## src/rtl/fetch_unit.sv

```systemverilog
// Instruction fetch unit: requests the word at PC from instruction memory, holds it for
// the control unit until acknowledged, then advances PC. Optional macro: MISALIGN_TRAP_EN.
module fetch_unit #(
    parameter int                    instr_length = 32,
    parameter int                    addr_width   = 32,
    parameter logic [addr_width-1:0] RESET_PC     = '0
) (
    input  logic                    clk,
    input  logic                    rst_n,
    output logic                    imem_req,
    output logic [addr_width-1:0]   imem_addr,
    input  logic                    imem_ready,
    input  logic                    imem_rvalid,
    input  logic [instr_length-1:0] imem_rdata,
    output logic [instr_length-1:0] instr,
    output logic                    instr_valid,
    input  logic                    instr_ack,
    input  logic                    PCsrc,
    input  logic [addr_width-1:0]   ImmOp,
    output logic [addr_width-1:0]   PC,
    output logic                    misalign,
    output logic [2:0]              dbg_state_o
);

    // Handshakes: a request is accepted on a rising edge where imem_req && imem_ready;
    // data is taken on an edge where imem_rvalid is high in REQ (same-cycle) or WAIT;
    // instr is offered while instr_valid and consumed on an edge where instr_ack is high.
`ifdef MISALIGN_TRAP_EN
    typedef enum logic [2:0] {ST_IDLE, ST_REQ, ST_WAIT, ST_HOLD, ST_HALT} state_e;
`else
    typedef enum logic [2:0] {ST_IDLE, ST_REQ, ST_WAIT, ST_HOLD} state_e;
`endif

    localparam logic [addr_width-1:0] PC_STEP = addr_width'(4);

    state_e                  state_q, state_d;
    logic [addr_width-1:0]   pc_q, pc_d;
    logic [instr_length-1:0] instr_q, instr_d;
    logic [addr_width-1:0]   pc_next;

`ifdef MISALIGN_TRAP_EN
    logic misalign_q, misalign_d;
`endif

    always_ff @(posedge clk or negedge rst_n) begin
        if (!rst_n) begin
            state_q <= ST_IDLE;
            pc_q    <= RESET_PC;
            instr_q <= '0;
`ifdef MISALIGN_TRAP_EN
            misalign_q <= 1'b0;
`endif
        end else begin
            state_q <= state_d;
            pc_q    <= pc_d;
            instr_q <= instr_d;
`ifdef MISALIGN_TRAP_EN
            misalign_q <= misalign_d;
`endif
        end
    end

    // Wraps naturally modulo 2^addr_width.
    assign pc_next = PCsrc ? (pc_q + ImmOp) : (pc_q + PC_STEP);

    always_comb begin
        state_d = state_q;
        pc_d    = pc_q;
        instr_d = instr_q;
`ifdef MISALIGN_TRAP_EN
        misalign_d = misalign_q;
`endif
        case (state_q)
            ST_IDLE: state_d = ST_REQ;
            ST_REQ: begin
                if (imem_ready) begin
                    if (imem_rvalid) begin
                        instr_d = imem_rdata;
                        state_d = ST_HOLD;
                    end else begin
                        state_d = ST_WAIT;
                    end
                end
            end
            ST_WAIT: begin
                if (imem_rvalid) begin
                    instr_d = imem_rdata;
                    state_d = ST_HOLD;
                end
            end
            ST_HOLD: begin
                if (instr_ack) begin
`ifdef MISALIGN_TRAP_EN
                    // A misaligned target freezes the PC at the offending instruction.
                    if (pc_next[1:0] != 2'b00) begin
                        misalign_d = 1'b1;
                        state_d    = ST_HALT;
                    end else begin
                        pc_d    = pc_next;
                        state_d = ST_REQ;
                    end
`else
                    pc_d    = pc_next;
                    state_d = ST_REQ;
`endif
                end
            end
`ifdef MISALIGN_TRAP_EN
            ST_HALT: state_d = ST_HALT;
`endif
            default: state_d = ST_IDLE;
        endcase
    end

    assign imem_req    = (state_q == ST_REQ);
    assign imem_addr   = pc_q;
    assign instr       = instr_q;
    assign instr_valid = (state_q == ST_HOLD);
    assign PC          = pc_q;
    assign dbg_state_o = state_q;
`ifdef MISALIGN_TRAP_EN
    assign misalign = misalign_q;
`else
    assign misalign = 1'b0;
`endif

endmodule

```

## config.mk

```make
export PLATFORM = sky130hd
export DESIGN_NAME = fetch_unit
export DESIGN_NICKNAME = d
export VERILOG_FILES = /design/src/rtl/fetch_unit.sv
export SDC_FILE = /design/constraint.sdc
export NUM_CORES = 1
export LEC_CHECK = 0
export BUFFER_PORTS_ARGS = -buffer_cell sky130_fd_sc_hd__buf_4
export CORE_MARGIN = 4
export CORE_UTILIZATION = 47
export DETAILED_ROUTE_END_ITERATION = 16
export PLACE_DENSITY_LB_ADDON = 0.05
export SKIP_CTS_REPAIR_TIMING = 1
export SLEW_MARGIN = 20
export SYNTH_ARGS = -nofsm -noshare
export SYNTH_HDL_FRONTEND = slang
export SYNTH_SLANG_ARGS = --single-unit
```

## constraint.sdc

```tcl
create_clock -name clk -period 2.4 [get_ports clk]
set_input_delay 0.48 -clock clk [delete_from_list [all_inputs] [get_ports clk]]
set_output_delay 0.48 -clock clk [all_outputs]
set_load 0.03 [all_outputs]
```

==> out/qor_table.md, run 1 <==
| Quantity | Value |
|:---|:---|
| Post-synthesis cell type count | 63 |
| Leading register cell type out of synthesis | sky130_fd_sc_hd__dfrtp_1 |
| Total Routed Length | 15,980 µm |
| Share of the clock period used by the worst path after layout | 1.080 |
| Routed length per placed instance | 17.25 µm |
| Leakage power figure | 3.584 nW |
| Post-Syn Instances | 560 |
| Kind of end point of the critical path | flop |
| Worst hold-check slack | 246.8 ps |
| Biggest area contributors in the synthesized netlist | sky130_fd_sc_hd__dfrtp_1, sky130_fd_sc_hd__ha_1, sky130_fd_sc_hd__mux2_2 |
| Number of pins with negative max-slew slack in the final report | 0 |
| Final setup violation count | 11 |
| Status | finished, violations left |
| IO Pins | 172 |
| Final GP Congestion | 0.9316 |
| Clock buffer count from CTS | 9 |
| Clock tree from TritonCTS | built |
| Top-count cell post-synth | sky130_fd_sc_hd__dfrtp_1 |
| Total clock sinks | 66 |
| Ratio of cells with drive above 1 in the final layout | 0.5177 |
| Full die area | 12,520 µm² |
| Synth warnings | 0 |
| Violations in the final reports | setup timing |
| First-pass GRT wire length | 24,920 µm |
| Min-delay worst type | in2async |
| H-tree level count | 3 |
| Antenna Violating Nets Remaining | 0 |
| Net count, final | 891 |
| Initial cell density of the core | 0.4871 |
| Routed vias/inst | 5.624 |
| DRC viols | 0 |
| Height of the chip | 111.9 µm |
| Total of fill cells in the finished design | 789 |
| Initial DRC Count | 225 |
| Critical Path AT | 2810 ps |
| Sequential fraction of the synthesis area | 0.3255 |
| Number of flops mapped to enable cells by yosys | 0 |
| Peak supply drop | 0.8125 mV |
| RSZ-0062 raised after global routing | true |
| Worst-path maximum fanout | 5 |
| Final TNS setup | -1223 ps |
| Maximum number of pins on one net before global-route repair | 67 |
| Total routing usage reported by global routing | 0.2410 |
| Power Density | 1484 nW/µm² |
| Highest achievable clock rate | 385.9 MHz |
| Worst-case setup margin in the final layout | -191.3 ps |
| Clock Path Buffers | 2 |
| Root buf cell | sky130_fd_sc_hd__clkbuf_8 |
| Data required time at the worst endpoint | 2620 ps |
| Placeable core area | 10,420 µm² |
| Total inserted antenna cells | 0 |
| Layout Area Growth over Synthesis | 49.91% |
| Die extent in x | 111.9 µm |
| Final instance area | 7606 µm² |
| Synth Area per Inst | 9.060 µm² |
| Crit path time final | 2591 ps |
| Top cell type by total area after synthesis | sky130_fd_sc_hd__dfrtp_1 |
| Leading post-synthesis cells by instance count | sky130_fd_sc_hd__dfrtp_1, sky130_fd_sc_hd__a21oi_1, sky130_fd_sc_hd__mux2_2, sky130_fd_sc_hd__nand2_1, sky130_fd_sc_hd__nor2_1 |
| Number of antenna violations at the first check in global routing | 0 |
| Count of input and output buffers | 169 |
| Setup Crit Path Kind | reg2reg |
| Worst-Skew Late Latency | 350 ps |
| Cell area reported after detailed placement | 7133 µm² |
| Worst max-slew margin expressed relative to the limit | 0.4140 |
| Final HPWL DP | 11,910 µm |
| Worst clock skew | 11.01 ps |
| Via Count | 5,208 |
| First-pass DRT Iterations | 5 |
| Flops & latches, synth | 66 |
| Remaining global-route overflow | 0 |
| Post-synthesis instance area | 5074 µm² |
| Maximum capacitance violations | 0 |
| Post-synth ARST share | 1.000 |
| Row Count | 37 |
| Final Hold Fails | 0 |
| Clock-pin slew of the registers on the worst-case setup and hold paths | 80 ps |
| Top-area cell type share of the netlist area | 0.3255 |
| Via count of the first global-routing pass | 5,117 |
| Number of cell instances on the worst register-to-register path | 12 |
| Kind of start point of the critical path | flop |
| Actual slew at the worst max-slew pin | 879.1 ps |
[cell usage in the layout (no fill, tap or decap), types with 3 or more instances in the layout]
cell	count
sky130_fd_sc_hd__xor2_1	10
sky130_fd_sc_hd__ha_1	17
sky130_fd_sc_hd__xnor2_1	15
sky130_fd_sc_hd__nand3_1	15
sky130_fd_sc_hd__mux2_2	36
sky130_fd_sc_hd__nand4_1	7
sky130_fd_sc_hd__dfrtp_2	22
sky130_fd_sc_hd__nand2_2	7
sky130_fd_sc_hd__nor3_1	5
sky130_fd_sc_hd__bufinv_16	3
sky130_fd_sc_hd__a31oi_1	10
sky130_fd_sc_hd__nand2_1	31
sky130_fd_sc_hd__a21o_1	15
sky130_fd_sc_hd__and4_1	3
sky130_fd_sc_hd__inv_1	14
sky130_fd_sc_hd__nand3b_1	4
sky130_fd_sc_hd__o21ai_2	5
sky130_fd_sc_hd__and3_1	9
sky130_fd_sc_hd__o21ai_0	14
sky130_fd_sc_hd__dfrtp_1	44
sky130_fd_sc_hd__o21a_1	9
sky130_fd_sc_hd__buf_4	269
sky130_fd_sc_hd__o21bai_1	5
sky130_fd_sc_hd__a21oi_2	5
sky130_fd_sc_hd__ha_4	18
sky130_fd_sc_hd__nor2_1	35
sky130_fd_sc_hd__o22ai_1	23
sky130_fd_sc_hd__or4_1	3
sky130_fd_sc_hd__o221ai_1	3
sky130_fd_sc_hd__mux2i_1	9
sky130_fd_sc_hd__a21oi_1	56
sky130_fd_sc_hd__clkbuf_8	10
[per-stage QoR]
stage	power, mW	std cells	utilization	setup slack (ps)
finish	11.29	926	0.7302	-191.3
global route	12.00	926	0.7302	-312.7
CTS	10.91	918	0.7087	-280.1
detailed placement	9.657	902	0.6848	-470.9
global placement	9.479	902	0.6848	-368.2
floorplan	7.085	561	-	-180.4
[cell families (layout without fill, tap and decap cells)]
kind of cell,count (synthesis),count (layout),synth area share
muxes,45,45,0.09766
AOI/OAI and AO/OA,170,170,0.2138
adders and majority gates,36,36,0.09026
DFF,66,66,0.3255
other,1,2,0.0007391
and+or+nand+nor,143,143,0.1445
xor gates and xnor gates,27,27,0.04661
buffers and inverters,72,301,0.08089
[sequential cells by signal, indices dropped and copies added, names as in the netlist]
| register | count |
|---|---|
| PC | 32 |
| instr | 32 |
| dbg_state_o | 2 |
[worst paths after layout]
kind,startpoint,endpoint,slack [ps]
setup / recovery,PC[0],PC[16],-190
hold / removal,rst_n,instr[18],250
setup reg to reg,PC[0],PC[16],-190
hold reg to reg,instr[4],instr[4],510
max in group asynchronous,rst_n,PC[21],1520
min in group clk,imem_rdata[29],instr[29],350
[final cells by class]
type	count	area (µm²)	share of cell area
Clock buffer	10	137.6	0.01810
Sequential cell	66	1679	0.2208
Inverter	15	56.30	0.007403
Clock inverter	6	111.4	0.01464
Timing Repair Buffer	270	2039	0.2681
Tap cell	136	170.2	0.02237
Multi-Input combinational cell	423	3412	0.4486
[worst max-delay path, stage by stage, from the launching register on]
cell and delay, ps:
sky130_fd_sc_hd__dfrtp_2 440, sky130_fd_sc_hd__ha_4 180, sky130_fd_sc_hd__inv_2 60, sky130_fd_sc_hd__fa_2 210, sky130_fd_sc_hd__nor2b_1 50, sky130_fd_sc_hd__o21a_1 200
sky130_fd_sc_hd__o21ai_2 170, sky130_fd_sc_hd__a21oi_2 90, sky130_fd_sc_hd__a211o_4 380, sky130_fd_sc_hd__a21o_1 190, sky130_fd_sc_hd__a21oi_2 160, sky130_fd_sc_hd__xor2_1 200
sky130_fd_sc_hd__o221ai_1 130
[report_power, final]
part           internal [mW]  switching (mW)
clock                  0.721           0.490
sequential              1.67           0.439
combinational           3.59            4.38
total                   5.98            5.31
[metal layers]
metal  GRT usage  routed length [µm]
met1      0.3103                6670
met2      0.4109                7948
met3     0.04565                1161
met4     0.07299                 196
met5           0                   0
(Power assumes the default switching activity.)
==> inputs of run 2 (changes only) <==
Clock period 2.4 ns to 2.1 ns, I/O delays scaled along.
==> out/qor_table.md, run 2 (same netlist as run 1, synthesis figures left out) <==
| Quantity | Value |
|:---|:---|
| Clock network fraction of total power | 0.093 |
| Worst clock skew | 14.71 ps |
| Die extent in x | 111.9 µm |
| Final non-filler cell total | 958 |
| Clock tree from TritonCTS | built |
| Total routing usage reported by global routing | 0.2532 |
| Data required time at the worst endpoint | 2350 ps |
| First-pass DRT Iterations | 5 |
| Sequential cell fraction of total power | 0.177 |
| Share of the clock period used by the worst path after layout | 1.206 |
| Min-delay worst type | in2async |
| Height of the chip | 111.9 µm |
| Leakage power figure | 3.793 nW |
| Biggest cell delay along the critical path | 430 ps |
| Total inserted antenna cells | 0 |
| RSZ-0062 raised after global routing | true |
| Final Hold Fails | 0 |
| Worst-path maximum fanout | 4 |
| Final GP Congestion | 0.9141 |
| Number of placed instances with taps included | 932 |
| Number of antenna violations at the first check in global routing | 0 |
| Maximum capacitance violations | 0 |
| Sw power | 6.348 mW |
| Maximum number of pins on one net before global-route repair | 49 |
| Routed length per placed instance | 17.58 µm |
| Layout Area Growth over Synthesis | 59.06% |
| Routed vias/inst | 5.504 |
| Clock Path Buffers | 2 |
| Cell-by-cell listing of the critical path | ha_4 > inv_2 > fa_2 > nor2b_1 > o21a_1 > o21ai_2 > a21oi_2 > a211o_4 > a21oi_4 > o21ai_2 > xor2_1 > a221o_1 |
| Crit-path most repeated cell | sky130_fd_sc_hd__o21ai_2 |
| Number of cell instances on the worst register-to-register path | 12 |
| Clock-pin slew of the registers on the worst-case setup and hold paths | 90 ps |
| Final setup violation count | 21 |
| Via Count | 5,273 |
| Ratio of cells with drive above 1 in the final layout | 0.5742 |
| Peak supply drop | 1.002 mV |
| H-tree level count | 3 |
| Top layer reached by signal wires | met4 |
| Most common cell after layout, fill and taps aside | sky130_fd_sc_hd__buf_4 |
| Total clock sinks | 66 |
| First-pass GRT wire length | 25,790 µm |
| Worst-case setup margin in the final layout | -433.4 ps |
| Initial cell density of the core | 0.4871 |
| Leading cell types in the layout, fill and taps excluded | sky130_fd_sc_hd__buf_4, sky130_fd_sc_hd__a21oi_1, sky130_fd_sc_hd__dfrtp_1 |
| Total Routed Length | 16,850 µm |
| Final instance area | 8070 µm² |
| Antenna Violating Nets Remaining | 0 |
| Actual slew at the worst max-slew pin | 669.1 ps |
| Count of input and output buffers | 169 |
| Met3 wirelength from detailed routing | 1006 µm |
| Critical Path AT | 2780 ps |
| Highest achievable clock rate | 394.7 MHz |
| Violations in the final reports | setup timing |
| Setup Crit Path Kind | reg2reg |
| Kind of end point of the critical path | flop |
| IO Pins | 172 |
| Wl on met1 | 7160 µm |
| Number of pins with negative max-slew slack in the final report | 0 |
| Worst hold-check slack | 94.41 ps |
| Clock buffer count from CTS | 9 |
| Worst max-slew margin expressed relative to the limit | 0.5540 |
| Via count of the first global-routing pass | 5,098 |
| CP max-delay cell | sky130_fd_sc_hd__dfrtp_2 |
| Kind of start point of the critical path | flop |
| Net count, final | 923 |
| Initial DRC Count | 256 |
| Full die area | 12,520 µm² |
| Met2 wirelength from detailed routing | 8463 µm |
| Remaining global-route overflow | 0 |
| Row Count | 37 |
| Cell area reported after detailed placement | 7368 µm² |
| Net switching share of the total power | 0.4714 |
| Status | finished, violations left |
| Placeable core area | 10,420 µm² |
| Worst-Skew Late Latency | 360 ps |
| Crit path time final | 2533 ps |
| Power Density | 1669 nW/µm² |
| DRC viols | 0 |
| Final HPWL DP | 12,350 µm |
| Share of total power in combinational logic | 0.730 |
| Total power | 13.47 mW |
| Internal Pwr Total | 7.120 mW |
| Root buf cell | sky130_fd_sc_hd__clkbuf_8 |
## run 2: changes by cell type in the layout (fill, tap and decap cells not counted), sizes merged
cell      delta
buf         +32
bufinv       -1
clkinvlp     +1
## run 2: per-stage QoR
step / util / TNS, ps / setup slack [ps]
final: 0.7748 / -4976 / -433.4
after global routing: 0.7748 / -6748 / -504.7
after CTS: 0.7291 / -6493 / -489.2
after detailed placement: 0.7074 / -9058 / -605.2
after global placement: 0.7074 / -8561 / -591.1
after floorplan: - / -4367 / -480.4
## run 2: cell type report
type / count / area [µm²]
multi-input cells: 423 / 3632
fillers: 750 / 2346
repair buffers: 302 / 2306
flip-flops and latches: 66 / 1679
well taps: 136 / 170.2
clock buffers: 10 / 137.6
clock inverters: 6 / 88.84
inverters: 15 / 56.30
## run 2: critical path: cells and delay by family (launching register included)
family,cells,cell delay (ps)
AO/OA/AOI/OAI,7,1410
XOR/XNOR,1,150
adder cells (fa/ha/maj),2,360
buffers and inverters,1,40
flip-flops,1,430
AND/OR/NAND/NOR,1,50
## run 2: power groups by stage
stage,logic (mW),clock network [mW],registers (mW)
after floorplan,4.37,0,3.75
after global placement,8.77,0,2.33
after detailed placement,8.88,0,2.38
after CTS,8.93,1.28,2.36
after global routing,10.5,1.34,2.46
final,9.83,1.25,2.39
## run 2: worst paths after layout
| path | endpoint | slack [ps] | startpoint |
|---|---|---|---|
| setup / recovery | PC[26] | -430 | PC[0] |
| hold / removal | instr[11] | 90 | rst_n |
| setup reg to reg | PC[26] | -430 | PC[0] |
| hold reg to reg | instr[0] | 510 | instr[0] |
| max in group asynchronous | instr[31] | 1370 | rst_n |
| min in group clk | instr[3] | 300 | imem_rdata[3] |
## run 2: layer usage
metal,global-route usage,vias up
met3,0.04348,16
met4,0.07867,0
li1,-,2544
met5,0,-
met1,0.3254,2517
met2,0.4345,196
